## src/rtl/flex_pipe_buffer.sv

```systemverilog
// flex_pipe_buffer: register-staged bridge between a bus master and its slaves, with a
// dtack watchdog that answers a silent slave with a forced acknowledge and error data.
`ifndef BB_ADDR_BUS_WIDTH
`define BB_ADDR_BUS_WIDTH 16
`endif
`ifndef BB_DATA_BUS_WIDTH
`define BB_DATA_BUS_WIDTH 16
`endif

module flex_pipe_buffer #(
    parameter int unsigned addr_bus_width = `BB_ADDR_BUS_WIDTH,
    parameter int unsigned data_bus_width = `BB_DATA_BUS_WIDTH,
    parameter int unsigned down_stages    = 1,
    parameter int unsigned up_stages      = 1,
    parameter int unsigned timeout_cycles = 64,
    parameter int unsigned timeout_data   = 16'hDEAD
) (
    input  logic                      clock,
    input  logic                      reset,
    input  logic [addr_bus_width-1:0] addr,
    input  logic [data_bus_width-1:0] data_w,
    output logic [data_bus_width-1:0] data_r,
    input  logic                      addr_strobe,
    input  logic                      read_trg,
    input  logic                      write_trg,
    input  logic                      read_fin,
    input  logic                      write_fin,
    input  logic                      event_trg,
    output logic                      dtack,
    output logic                      data_r_act,
    output logic [addr_bus_width-1:0] sec_addr,
    output logic [data_bus_width-1:0] sec_data_w,
    input  logic [data_bus_width-1:0] sec_data_r,
    output logic                      sec_addr_strobe,
    output logic                      sec_read_trg,
    output logic                      sec_write_trg,
    output logic                      sec_read_fin,
    output logic                      sec_write_fin,
    output logic                      sec_event_trg,
    input  logic                      sec_dtack,
    input  logic                      sec_data_r_act,
    output logic                      timeout_pulse,
    output logic [7:0]                timeout_count,
    output logic                      busy
);

    localparam int unsigned DnWidth = addr_bus_width + data_bus_width + 6;
    localparam int unsigned UpWidth = data_bus_width + 2;
    localparam int DnDepth = int'(down_stages);
    localparam int UpDepth = int'(up_stages);
    localparam bit WdEnable = (timeout_cycles != 0);
    localparam logic [15:0] WdLast = 16'(timeout_cycles - 1);
    localparam logic [data_bus_width-1:0] ToData = data_bus_width'(timeout_data);

    typedef enum logic [1:0] {StIdle, StPend, StAcked, StTout} state_e;

    logic [DnWidth-1:0]        w_dn_in;
    logic [DnWidth-1:0]        w_dn_out;
    logic [UpWidth-1:0]        w_up_in;
    logic [UpWidth-1:0]        w_up_out;
    logic                      w_dtack_p;
    logic                      w_act_p;
    logic [data_bus_width-1:0] w_data_p;
    logic                      w_trg;
    logic                      w_fin;
    logic                      w_wd_hit;
    logic                      w_expire;
    state_e                    w_state_next;
    state_e                    r_state;
    logic [15:0]               r_wd_cnt;
    logic                      r_is_read;
    logic                      r_timeout_pulse;
    logic [7:0]                r_timeout_count;

    assign w_dn_in = {event_trg, write_fin, read_fin, write_trg, read_trg, addr_strobe,
                      data_w, addr};

    generate
        if (DnDepth == 0) begin : g_dn_wire
            assign w_dn_out = w_dn_in;
        end else begin : g_dn_reg
            logic [DnWidth-1:0] r_dn [DnDepth];
            always_ff @(posedge clock) begin
                if (reset) begin
                    for (int i = 0; i < DnDepth; i++) r_dn[i] <= '0;
                end else begin
                    r_dn[0] <= w_dn_in;
                    for (int i = 1; i < DnDepth; i++) r_dn[i] <= r_dn[i-1];
                end
            end
            assign w_dn_out = r_dn[DnDepth-1];
        end
    endgenerate

    assign {sec_event_trg, sec_write_fin, sec_read_fin, sec_write_trg, sec_read_trg,
            sec_addr_strobe, sec_data_w, sec_addr} = w_dn_out;

    assign w_up_in = {sec_dtack, sec_data_r_act, sec_data_r};

    generate
        if (UpDepth == 0) begin : g_up_wire
            assign w_up_out = w_up_in;
        end else begin : g_up_reg
            logic [UpWidth-1:0] r_up [UpDepth];
            always_ff @(posedge clock) begin
                if (reset) begin
                    for (int i = 0; i < UpDepth; i++) r_up[i] <= '0;
                end else begin
                    r_up[0] <= w_up_in;
                    for (int i = 1; i < UpDepth; i++) r_up[i] <= r_up[i-1];
                end
            end
            assign w_up_out = r_up[UpDepth-1];
        end
    endgenerate

    assign {w_dtack_p, w_act_p, w_data_p} = w_up_out;

    // Tracker watches the master side directly, but acks only via the upstream pipeline.
    assign w_trg    = read_trg | write_trg;
    assign w_fin    = read_fin | write_fin;
    assign w_wd_hit = WdEnable && (r_wd_cnt == WdLast);

    always_ff @(posedge clock) begin
        if (reset) begin
            r_state <= StIdle;
        end else begin
            r_state <= w_state_next;
        end
    end

    always_comb begin
        w_state_next = r_state;
        w_expire     = 1'b0;
        case (r_state)
            StIdle: begin
                if (w_trg) w_state_next = StPend;
            end
            StPend: begin
                if (w_dtack_p) begin
                    w_state_next = StAcked;
                end else if (w_wd_hit) begin
                    w_state_next = StTout;
                    w_expire     = 1'b1;
                end else if (w_fin) begin
                    w_state_next = StIdle;
                end
            end
            StAcked, StTout: begin
                if (w_fin) w_state_next = StIdle;
            end
            default: w_state_next = StIdle;
        endcase
    end

    always_ff @(posedge clock) begin
        if (reset) begin
            r_wd_cnt        <= '0;
            r_is_read       <= 1'b0;
            r_timeout_pulse <= 1'b0;
            r_timeout_count <= '0;
        end else begin
            r_timeout_pulse <= w_expire;
            if (r_state == StIdle && w_trg) begin
                r_wd_cnt  <= '0;
                r_is_read <= read_trg;
            end else if (r_state == StPend) begin
                r_wd_cnt <= r_wd_cnt + 16'd1;
            end
            if (w_expire && r_timeout_count != 8'hFF) begin
                r_timeout_count <= r_timeout_count + 8'd1;
            end
        end
    end

    // A forced response hides whatever is still travelling up the pipeline.
    always_comb begin
        dtack      = w_dtack_p;
        data_r     = w_data_p;
        data_r_act = w_act_p;
        if (r_state == StTout) begin
            dtack      = 1'b1;
            data_r     = r_is_read ? ToData : '0;
            data_r_act = r_is_read;
        end
    end

    assign timeout_pulse = r_timeout_pulse;
    assign timeout_count = r_timeout_count;
    assign busy          = (r_state != StIdle);

endmodule

```

## config.mk

```make
export PLATFORM = sky130hd
export DESIGN_NAME = flex_pipe_buffer
export DESIGN_NICKNAME = d
export VERILOG_FILES = /design/src/rtl/flex_pipe_buffer.sv
export SDC_FILE = /design/constraint.sdc
export NUM_CORES = 1
export LEC_CHECK = 0
export ABC_AREA = 1
export BUFFER_PORTS_ARGS = -buffer_cell sky130_fd_sc_hd__buf_2
export CORE_MARGIN = 2
export CORE_UTILIZATION = 43
export CTS_BUF_LIST = sky130_fd_sc_hd__clkbuf_16
export DETAILED_ROUTE_END_ITERATION = 7
export PLACE_DENSITY = 0.75
export SYNTH_ARGS = -nofsm -noshare
export SYNTH_HDL_FRONTEND = slang
export SYNTH_SLANG_ARGS = --single-unit
```

## constraint.sdc

```tcl
create_clock -name clock -period 1.3 [get_ports clock]
set_input_delay 0.26 -clock clock [delete_from_list [all_inputs] [get_ports clock]]
set_output_delay 0.26 -clock clock [all_outputs]
set_load 0.1 [all_outputs]
```

After elaboration in Yosys (flattened, before gate mapping)
Memory sizes are Yosys's and may differ from the RTL's. Index checks and enable logic that the tools add are counted.

Output and inout bits: 66. Register bits after elaboration: 28. Bits of input ports: 58. Bits in latches: 0. Memories: 2. Logic and storage cells: 44. ROM bits: 0. Bits in writable memories: 56.

Memory list: g_dn_reg.r_dn (depth 1, bits a word 38, read ports 1, clocked after memory_dff 0, write ports 1, RTL line 82) `logic [DnWidth-1:0] r_dn [DnDepth];`; g_up_reg.r_up (depth 1, bits a word 18, read ports 1, clocked after memory_dff 0, write ports 1, RTL line 104) `logic [UpWidth-1:0] r_up [UpDepth];`.

Bitwise logic cells: 2. Mux-type cells: 19. Shift-type cells: 0. $add $sub $neg: 2. Div/mod/pow operators: 0. Equality and inequality tests: 6. $mul: 0. Order comparisons: 0. Reduce and logical (&&, ||, !) cells: 8.

Operators with widths (number): 38-bit 2-to-1 mux (1); 38-bit OR reduction (1); 16-bit 2-to-1 mux (2); 18-bit 2-to-1 mux (1); 18-bit OR reduction (1); 16-bit by 1-bit adder with 16-bit output (second input constant) (1); 16-bit by 6-bit == test with 1-bit output (second input constant) (1); 1-bit 2-to-1 mux (10); 8-bit by 1-bit adder with 8-bit output (second input constant) (1); 2-bit 2-to-1 mux (4); 8-bit != test (second input constant) (1); 2-bit one-hot mux with 3 select lines (1); 2-bit == test (second input constant) (2); 2-bit OR reduction (2); 2-bit by 1-bit == test with 1-bit output (second input constant) (1); 1-bit logical AND (2); 2-bit zero test (1); 2-bit != test (second input constant) (1); 1-bit bitwise OR (2); 2-bit nonzero test (1).

Depth between registers and ports, before layout
Gate-level depths: netlist (run 1).

Depth in word-level cells: 5. Mapped depth: 9. Mapped depth without buffers: 9.

Least setup slack after synthesis (run 1)
No wires, ideal clock.

Path kind: reg-to-reg. Start: reg r_timeout_count[0] (netlist: timeout_count[0]). End: reg r_timeout_count[1] (netlist: timeout_count[1]). Setup time: 0.118 ns. Cell stages (with the launch flop): 9. Arrival: 2.027 ns. Data required time: 1.182 ns. Path slack: -0.845 ns. Cells stage by stage: dfxtp_1 -> ha_1 -> nand2_1 -> nor2_1 -> nand2_1 -> inv_1 -> nor2_8 -> o21ai_0 -> nor2_1.

Cells in the longest elaborated chain, start to end: 2. Elaborated cells between the ends (all ways): 3. Those cells by class: add/sub (1); eq/ne (1); reduce/logical (1).

RTL lines: start, declared (RTL line 73) `logic [7:0] r_timeout_count;`; start signal, assigned (RTL line 171) `r_timeout_count <= r_timeout_count + 8'd1;`; branches (longest 2 deep; another with 8-bit by 1-bit adder with 8-bit output).

Several ways; the timed one is not identified. A chain may end at the register's enable or synchronous reset.

Final worst setup path (run 1)
Start: reg r_state[0]. End: out data_r_act.

Cells in the longest elaborated chain, start to end: 2.

RTL lines: start, declared (RTL line 69) `state_e r_state;`; start signal, assigned (RTL line 126) `r_state <= StIdle;`; start signal, assigned (RTL line 128) `r_state <= w_state_next;`; 2-bit == test (RTL line 181) `if (r_state == StTout) begin`; 1-bit 2-to-1 mux (RTL line 181); end, declared (RTL line 30) `output logic data_r_act,`.

No other way between the ends.

==> qor.yml, run 1 <==
timing:
  setup_viol: 46
  hold_violations: 0
  tns_ps: -10690
  fmax_mhz: 586
  tightest_slew_ps: 280
  finalCritPeriodShare_pct: 131
  drv_slew: 0
  period_needed_ps: 1710
  rsz0062_at_grt: "true"
  skew_ps: 5.28
  setup_slack_ps: -407
  max_slew_margin_pct: 81.2
synthesis:
  ys.flop_type: "dfxtp_1"
  synth_area_um2: 3170
  syn_avg_cell_area_um2: 7.47
  yosys-top-cells-area: "dfxtp_1 (53%), nor2_1 (11%), inv_1 (10%)"
  synth-edff-count: 0
  yosysWarnings: 0
  synth_nets: 485
  synth_top_cell_by_area: "dfxtp_1"
  synth-seq-cells: 84
  synth.distinct_cells: 28
  synth-seq-area-share_pct: 53.0
  async_flop_share_pct: 0
  synthCells: 425
  synth_top_area_share_pct: 53.0
routing:
  routed_wl_mm: 9.83
  drt-pass1-iter-count: 6
  wl_per_cell_um: 13.9
  drc: 0
  drt_first_iter_violations: 103
  vias: 3346
  vias_per_cell: 4.74
  ant_nets: 0
cts:
  clk_pin_slew_ps: 70
  cts.htree.levels: 3
  cts.sinks: 84
  cts_tree: "done"
  holdBufCountCts: 0
  clockBufferDepth: 2
  clk_latency_ps: 340
  cts_root_buffer: "clkbuf_16"
  numCtsBuffers: 9
place:
  portBuffers: 123
  gp_congestion: 0.847
  dp_hpwl_mm: 6.16
  placed_area_um2: 5050
floorplanning:
  initial_core_util_pct: 44.0
  dieArea_um2: 8080
  core_um2: 7210
  die_h_um: 89.9
  num_rows: 31
  die_w_um: 89.9
  io_pins: 124
critical_path:
  reg2reg_to: "r_is_read"
  crit_type: "reg -> out"
  crit_arrival_ps: 1450
  crit_fanout: 6
  start_kind: "flop"
  r2r-start: "r_state[1]"
  crit_path_start: "r_state[0]"
  required_ps: 1040
  critPathCaptureType: "output pin"
  rr_worst_depth: 8
  rrSetupSlack_ps: -270
  endpoint: "data_r_act"
global_route:
  grt_pass1_wl_mm: 15.7
  grt_use_total_pct: 24.5
  grt_antenna_before_repair: 0
  grt_max_degree: 22
  grt_overflow_total: 0
  grt_pass1_vias: 3340
cells_and_area:
  area_delta_synth_final_pct: 78.5
  fill_cells: 432
  drive_above_1_share_pct: 43.5
  final_nets: 662
  final_core_util_pct: 78.5
  final_cell_mix: "nor2_1 (88), inv_1 (82), dfxtp_1 (71)"
  final_common_cell: "nor2_1"
  n_antenna_cell: 0
  fin_area_um2: 5670
pwr:
  p_per_area_nw_per_um2: 1200
  p_leak_nw: 2.68
  vdd_drop_max_mv: 0.986
worst_hold_path:
  hold_class: "in -> reg"
status:
  status: "finished with violations"
  failed_checks: "negative setup slack"
run:
  cap_violations: 0
-- where the power goes --
group	total, mW	internal (mW)	switching [mW]
combinational	1.54	0.482	1.06
clock	2.56	1.37	1.19
sequential	2.71	2.66	0.0520
total	6.81	4.51	2.30
-- worst min path at each step --
stage	startpoint	to	slack [ps]	cells after the start
after detailed placement	r_wd_cnt[13]	r_wd_cnt[13]	460	2
after global placement	r_wd_cnt[13]	r_wd_cnt[13]	450	2
final	data_w[9]	g_dn_reg.r_dn[0][25]	110	3
after floorplan	reset	g_dn_reg.r_dn[0][33]	340	1
after CTS	data_w[9]	g_dn_reg.r_dn[0][25]	110	3
after global routing	addr[5]	g_dn_reg.r_dn[0][5]	120	3
-- state kept, by name, summed over array words and instances (netlist names) --
| register | cells |
|---|---|
| timeout_pulse | 1 |
| g_up_reg.r_up | 18 |
| r_state | 2 |
| g_dn_reg.r_dn | 38 |
| r_wd_cnt | 16 |
| timeout_count | 8 |
| r_is_read | 1 |
-- cells in the mapped netlist, types with 2 or more instances --
library cell / n
a21oi_1: 18
a31oi_1: 2
buf_2: 3
clkbuf_1: 5
dfxtp_1: 84
ha_1: 2
inv_1: 86
nand2_1: 73
nand3_1: 15
nand3_2: 2
nand3b_1: 2
nand4_1: 5
nor2_1: 96
nor2_2: 2
nor2_4: 5
nor3_1: 4
o21ai_0: 10
-- cell type report --
type                       count  area [µm²]  area share, %
clock buffer                   9         225           3.98
clock inverter                 7        76.3           1.35
inverter                      88         338           5.96
multi-input combinational    245        1500           26.5
sequential                    84        1720           30.4
tap                           99         124           2.19
timing repair buffer         174        1680           29.7
-- what timing repair did --
action	4_1_cts	5_1_grt
gates resized for setup	65	13
setup buffers	6	2
gates cloned	1	1
pin swaps	28	14
endpoints found under the setup margin	64	45
-- routing by layer --
layer | global-route usage [%] | wire length, µm | vias to the layer above
met5 | 0 | 0 | -
met4 | 14.0 | 451 | 0
met3 | 6.79 | 668 | 39
met2 | 43.6 | 5070 | 145
met1 | 26.2 | 3640 | 1531
li1 | - | - | 1631
-- logic make-up (layout without fill, tap and decap cells) --
kind of cell / count (synthesis) / after routing / share of synthesized area [%]
simple gates: 208 / 209 / 28.8
fa+ha+maj: 2 / 2 / 0.789
compound gates: 33 / 33 / 5.52
buf+inv: 97 / 278 / 11.6
flops: 84 / 84 / 53.0
xor+xnor: 1 / 1 / 0.276
-- through the flow --
stage / setup WS [ps] / hold slack (ps) / instances / power, mW
2_1_floorplan: -220 / 343 / 425 / 3.73
3_3_place_gp: -56.8 / 449 / 680 / 4.15
3_5_place_dp: -153 / 457 / 680 / 4.18
4_1_cts: -413 / 110 / 703 / 6.78
5_1_grt: -454 / 116 / 706 / 7.03
6_report: -407 / 110 / 706 / 6.81
-- worst max-delay path: stages (launching register included) --
cell and delay [ps]:
dfxtp_4 370, nand2_4 70, clkinvlp_4 150, nand2_8 140, buf_12 130, nand2_2 70
buf_12 170
No activity file was read; power rests on OpenSTA's default activity.
==> run 2: changes to the inputs <==
- CORE_UTILIZATION: 43 -> 45
- CTS_BUF_LIST: sky130_fd_sc_hd__clkbuf_16 -> sky130_fd_sc_hd__clkbuf_8
- PLACE_DENSITY: 0.75 -> 0.78
==> run 2 against run 1 <==
The run still ends with negative setup slack left. Final cell count decreased by 1.6%. Critical path depth stayed put. Final area down 3.5%. Via count increased by 1.3%. Hold slack got worse by 31 ps. Register-to-register slack worse by 40 ps. Sequential cell count is the same.
==> qor.yml, run 2 (same netlist as run 1, synthesis figures left out) <==
status:
  status: "finished with violations"  # unchanged
  failed_checks: "negative setup slack"  # unchanged
global_route:
  grt_antenna_before_repair: 0  # unchanged
  grt_overflow_total: 0  # unchanged
  grt_use_total_pct: 25.7  # was 24.5%
  grt_max_degree: 43  # was 22
  grt_pass1_wl_mm: 15.1  # was 15.7 mm
  grt_pass1_vias: 3293  # was 3,340
routing:
  drt_first_iter_violations: 178  # was 103
  drt-pass1-iter-count: 5  # was 6
  routed_wl_mm: 10.8  # was 9.83 mm
  wl_per_cell_um: 15.6  # was 13.9 µm
  vias_per_cell: 4.87  # was 4.74
  vias: 3388  # was 3,346
  drc: 0  # unchanged
  ant_nets: 0  # unchanged
worst_hold_path:
  hold_class: "in -> reg"  # unchanged
cells_and_area:
  largest_reg_flops: 38  # unchanged
  final_nets: 654  # was 662
  final_cell_mix: "nor2_1 (86), inv_1 (83), dfxtp_1 (71)"  # was nor2_1 (88), inv_1 (82), dfxtp_1 (71)
  final_common_cell: "nor2_1"  # unchanged
  top_register: "g_dn_reg.r_dn"  # unchanged
  top_regs: "g_dn_reg.r_dn (38), g_up_reg.r_up (18), r_wd_cnt (16)"  # unchanged
  stdcell_count: 695  # was 706
  area_delta_synth_final_pct: 72.3  # was 78.5%
  n_antenna_cell: 0  # unchanged
  final_core_util_pct: 80.5  # was 78.5%
  drive_above_1_share_pct: 43.2  # was 43.5%
timing:
  rsz0062_at_grt: "true"  # unchanged
  tightest_slew_ps: 424  # was 280 ps
  tns_ps: -14720  # was -10,690 ps
  fmax_mhz: 560  # was 586 MHz
  finalCritPeriodShare_pct: 137  # was 131%
  drv_slew: 0  # unchanged
  skew_ps: 12.7  # was 5.28 ps
  setup_slack_ps: -485  # was -407 ps
  period_needed_ps: 1780  # was 1710 ps
  hold_violations: 0  # unchanged
  max_slew_margin_pct: 71.7  # was 81.2%
  setup_viol: 45  # was 46
critical_path:
  required_ps: 1040  # about the same
  crit_fanout: 8  # was 6
  crit_slowest_cell: "dfxtp_4"  # unchanged
  crit_type: "reg -> out"  # unchanged
  start_kind: "flop"  # unchanged
  cp_cell_sequence: "nand2_4 > clkinvlp_4 > nand2_4 > buf_12 > nand2_8 > buf_12"  # was nand2_4 > clkinvlp_4 > nand2_8 > buf_12 > nand2_2 > buf_12
  critPathCaptureType: "output pin"  # unchanged
  crit_arrival_ps: 1520  # was 1450 ps
  cpPeakStageDelay_ps: 370  # about the same
pwr:
  vdd_drop_max_mv: 0.862  # was 0.986 mV
  p_per_area_nw_per_um2: 1100  # was 1200 nW/µm²
  switchingPower_mw: 2.15  # was 2.30 mW
  p_total_mw: 6.00  # was 6.81 mW
  switching_share_pct: 35.9  # was 33.8%
  seqPwrFrac_pct: 45.2  # was 39.8%
  internal-power_mw: 3.85  # was 4.51 mW
  clockPowerShare_pct: 28.7  # was 37.5%
  pwr-share-comb_pct: 26.0  # was 22.6%
  p_leak_nw: 2.58  # was 2.68 nW
cts:
  cts.htree.levels: 3  # unchanged
  numCtsBuffers: 9  # unchanged
  clk_latency_ps: 370  # was 340 ps
  cts.sinks: 84  # unchanged
  holdBufCountCts: 0  # unchanged
  clk_pin_slew_ps: 90  # was 70 ps
  cts_root_buffer: "clkbuf_8"  # was clkbuf_16
  cts_tree: "done"  # unchanged
  clockBufferDepth: 2  # unchanged
floorplanning:
  initial_core_util_pct: 46.7  # was 44.0%
  die_w_um: 88.0  # was 89.9 µm
  core_um2: 6790  # was 7210 µm²
  io_pins: 124  # unchanged
  die_h_um: 88.0  # was 89.9 µm
  num_rows: 30  # was 31
  dieArea_um2: 7740  # was 8080 µm²
place:
  place_inst: 667  # was 680
  gp_congestion: 0.896  # was 0.847
  dp_slack_ps: -146  # was -153 ps
  dp_hpwl_mm: 6.76  # was 6.16 mm
  portBuffers: 123  # unchanged
run:
  cap_violations: 0  # unchanged
## run 2: critical path, delay by kind of cell, from the launching register on
family | cells | cell delay [ps]
and+or+nand+nor | 3 | 260
DFF | 1 | 370
buffers and inverters | 3 | 520
## run 2: power by group through the flow
stage	combinational (mW)	sequential [mW]	clock (mW)
6_report	1.56	2.71	1.72
2_1_floorplan	0.514	3.22	0
4_1_cts	1.51	2.71	1.72
3_5_place_dp	1.41	2.77	0
3_3_place_gp	1.38	2.76	0
5_1_grt	1.61	2.72	1.84
## run 2: layout make-up
cell class | count | area (µm²)
clock buffer | 9 | 124
sequential | 84 | 1720
timing repair buffer | 166 | 1590
tap | 96 | 120
clock inverter | 7 | 50.0
fill | 395 | 1330
multi-input combinational | 245 | 1530
inverter | 88 | 343
## run 2: final timing paths
| check | end | cells past startpoint | slack (ps) | from |
|---|---|---|---|---|
| worst max-delay path | data_r[2] | 6 | -480 | r_state[0] |
| worst min register to register | r_wd_cnt[13] | 2 | 480 | r_wd_cnt[13] |
| worst min-delay path | g_dn_reg.r_dn[0][17] | 3 | 80 | data_w[1] |
| worst max register to register | r_is_read | 10 | -310 | r_state[1] |
## run 2: stage by stage
stage | area, µm² | hold slack [ps]
after global routing | 5470 | 81.1
after global placement | 4930 | 451
final | 5470 | 79.0
after CTS | 5350 | 75.4
after floorplan | 3500 | 343
after detailed placement | 4930 | 466
## run 2: what timing repair did
item,in CTS,in global routing
setup buffers,7,4
resized for setup,61,26
pin swaps,32,14
gates cloned,2,0
endpoints found under the setup margin,70,49
## run 2: per-layer routing
metal  track usage [%]  routed length [µm]  share of wire, %  vias to the layer above
met5                 0                   0                 0                        -
met4              9.51                 348               3.2                        0
met3              7.92                 807               7.5                       30
met2              48.6                5910                55                      172
met1              26.4                3740                35                     1574
li1                  -                   -                 -                     1612
==> run 3: changes to the inputs <==
- MAX_ROUTING_LAYER: unset -> met4
==> run 3 against run 2 <==
The flow still finishes with violations (negative setup slack). Count of clock-buffer cells in the layout unchanged. Critical path depth unchanged. Clock power is essentially flat. Sequential power is essentially flat. Clock skew fell by 1.5 ps. Critical path type unchanged.
==> qor.yml, run 3 (same netlist as run 1, synthesis figures left out) <==
critical_path:
  start_kind: "flop"  # unchanged
  crit_arrival_ps: 1520  # about the same
  required_ps: 1040  # about the same
  crit_slowest_cell: "dfxtp_4"  # unchanged
  critPathCaptureType: "output pin"  # unchanged
  cpPeakStageDelay_ps: 370  # about the same
  crit_fanout: 8  # unchanged
  worst-path-buf-inv: 3  # unchanged
  crit_type: "reg -> out"  # unchanged
  cp_cell_sequence: "nand2_4 > clkinvlp_4 > nand2_4 > buf_12 > nand2_8 > buf_12"  # unchanged
  critical-path-top-delay-family: "buffers and inverters"  # unchanged
cts:
  cts.htree.levels: 3  # unchanged
  cts_root_buffer: "clkbuf_8"  # unchanged
  numCtsBuffers: 9  # unchanged
  clk_pin_slew_ps: 90  # about the same
  cts_tree: "done"  # unchanged
  clockBufferDepth: 2  # unchanged
  clk_latency_ps: 370  # about the same
  cts.sinks: 84  # unchanged
  holdBufCountCts: 0  # unchanged
cells_and_area:
  final_cell_mix: "nor2_1 (86), inv_1 (83), dfxtp_1 (71)"  # unchanged
  drive_above_1_share_pct: 43.2  # unchanged
  final_nets: 654  # unchanged
  top_register: "g_dn_reg.r_dn"  # unchanged
  area_delta_synth_final_pct: 72.3  # unchanged
  fin_area_um2: 5470  # unchanged
  n_antenna_cell: 0  # unchanged
  top_regs: "g_dn_reg.r_dn (38), g_up_reg.r_up (18), r_wd_cnt (16)"  # unchanged
  final_common_cell: "nor2_1"  # unchanged
  largest_reg_flops: 38  # unchanged
timing:
  fmax_mhz: 561  # was 560 MHz
  period_needed_ps: 1780  # about the same
  setup_slack_ps: -482  # was -485 ps
  drv_slew: 0  # unchanged
  tightest_slew_ps: 419  # was 424 ps
  finalCritPeriodShare_pct: 137  # about the same
  skew_ps: 11.2  # was 12.7 ps
  setup_viol: 45  # unchanged
  max_slew_margin_pct: 72.1  # was 71.7%
  hold_violations: 0  # unchanged
  rsz0062_at_grt: "true"  # unchanged
status:
  status: "finished with violations"  # unchanged
  failed_checks: "negative setup slack"  # unchanged
run:
  cap_violations: 0  # unchanged
place:
  portBuffers: 123  # unchanged
  gp_congestion: 0.911  # was 0.896
  dp_slack_ps: -146  # unchanged
  placed_area_um2: 4930  # unchanged
  dp_hpwl_mm: 6.76  # unchanged
floorplanning:
  num_rows: 30  # unchanged
  initial_core_util_pct: 46.7  # unchanged
  die_w_um: 88.0  # unchanged
  dieArea_um2: 7740  # unchanged
  die_h_um: 88.0  # unchanged
  core_um2: 6790  # unchanged
  io_pins: 124  # unchanged
routing:
  vias_per_cell: 4.86  # was 4.87
  routed_wl_mm: 10.7  # was 10.8 mm
  drc: 0  # unchanged
  drt-pass1-iter-count: 5  # unchanged
  vias: 3375  # was 3,388
  wl_per_cell_um: 15.3  # was 15.6 µm
  drt_first_iter_violations: 170  # was 178
  ant_nets: 0  # unchanged
pwr:
  p_leak_nw: 2.58  # unchanged
  p_total_mw: 5.98  # was 6.00 mW
  p_per_area_nw_per_um2: 1090  # was 1100 nW/µm²
  vdd_drop_max_mv: 0.857  # was 0.862 mV
worst_hold_path:
  hold_class: "in -> reg"  # unchanged
global_route:
  grt_pass1_wl_mm: 15.0  # was 15.1 mm
  grt_pass1_vias: 3296  # was 3,293
  grt_overflow_total: 0  # unchanged
  grt_antenna_before_repair: 0  # unchanged
  grt_use_total_pct: 26.5  # was 25.7%
  grt_max_degree: 43  # unchanged
run 3: cell counts in the layout (fill, tap and decap cells not counted):
No cell type changed its count.
run 3: what timing repair did:
item,in CTS,in global routing
setup endpoints to repair,70,48
buffers inserted,7,4
gates cloned,2,0
resized for setup,61,26
pin swaps,32,14
run 3: worst paths after layout:
path,start,to,slack [ps],cells past startpoint
setup / recovery,r_state[0],data_r[2],-480,6
hold / removal,addr[4],g_dn_reg.r_dn[0][4],80,3
setup reg to reg,r_state[1],r_is_read,-310,10
hold reg to reg,r_wd_cnt[13],r_wd_cnt[13],480,2
run 3: worst reg2reg max path: stages (launching register included):
cell	delay, ps
dfxtp_4	360
buf_4	150
buf_6	120
nor2_4	130
buf_6	110
buf_6	80
buf_6	100
o21ai_2	60
nand2_2	140
inv_4	90
a22o_1	190
run 3: final cells by class:
| class | count | area [µm²] |
|---|---|---|
| Tap cell | 96 | 120 |
| Sequential cell | 84 | 1720 |
| Inverter | 88 | 343 |
| Clock inverter | 7 | 50.0 |
| Clock buffer | 9 | 124 |
| Fill cell | 395 | 1330 |
| Multi-Input combinational cell | 245 | 1530 |
| Timing Repair Buffer | 166 | 1590 |
run 3: layer usage:
metal	share of wire, %	GRT usage (%)	up-vias
li1	-	-	1617
met1	34	26.7	1554
met4	4.6	11.0	0
met3	7.4	6.13	43
met5	0	-	-
met2	54	48.6	161
run 3: stage by stage:
stage / cells / TNS, ps / hold slack (ps) / utilization [%]
after floorplan: 425 / -4420 / 343 / -
after global placement: 667 / -539 / 451 / 72.6
after detailed placement: 667 / -1780 / 466 / 72.6
after CTS: 692 / -12140 / 75.4 / 78.7
after global routing: 695 / -16630 / 86.8 / 80.5
final: 695 / -14380 / 84.9 / 80.5
run 3: power breakdown:
| group | switching (mW) | total (mW) | leakage [nW] | internal (mW) |
|---|---|---|---|---|
| combinational | 1.08 | 1.56 | 1.79 | 0.483 |
| sequential | 0.0505 | 2.71 | 0.702 | 2.66 |
| clock | 1.01 | 1.71 | 0.0840 | 0.701 |
| total | 2.14 | 5.98 | 2.58 | 3.84 |
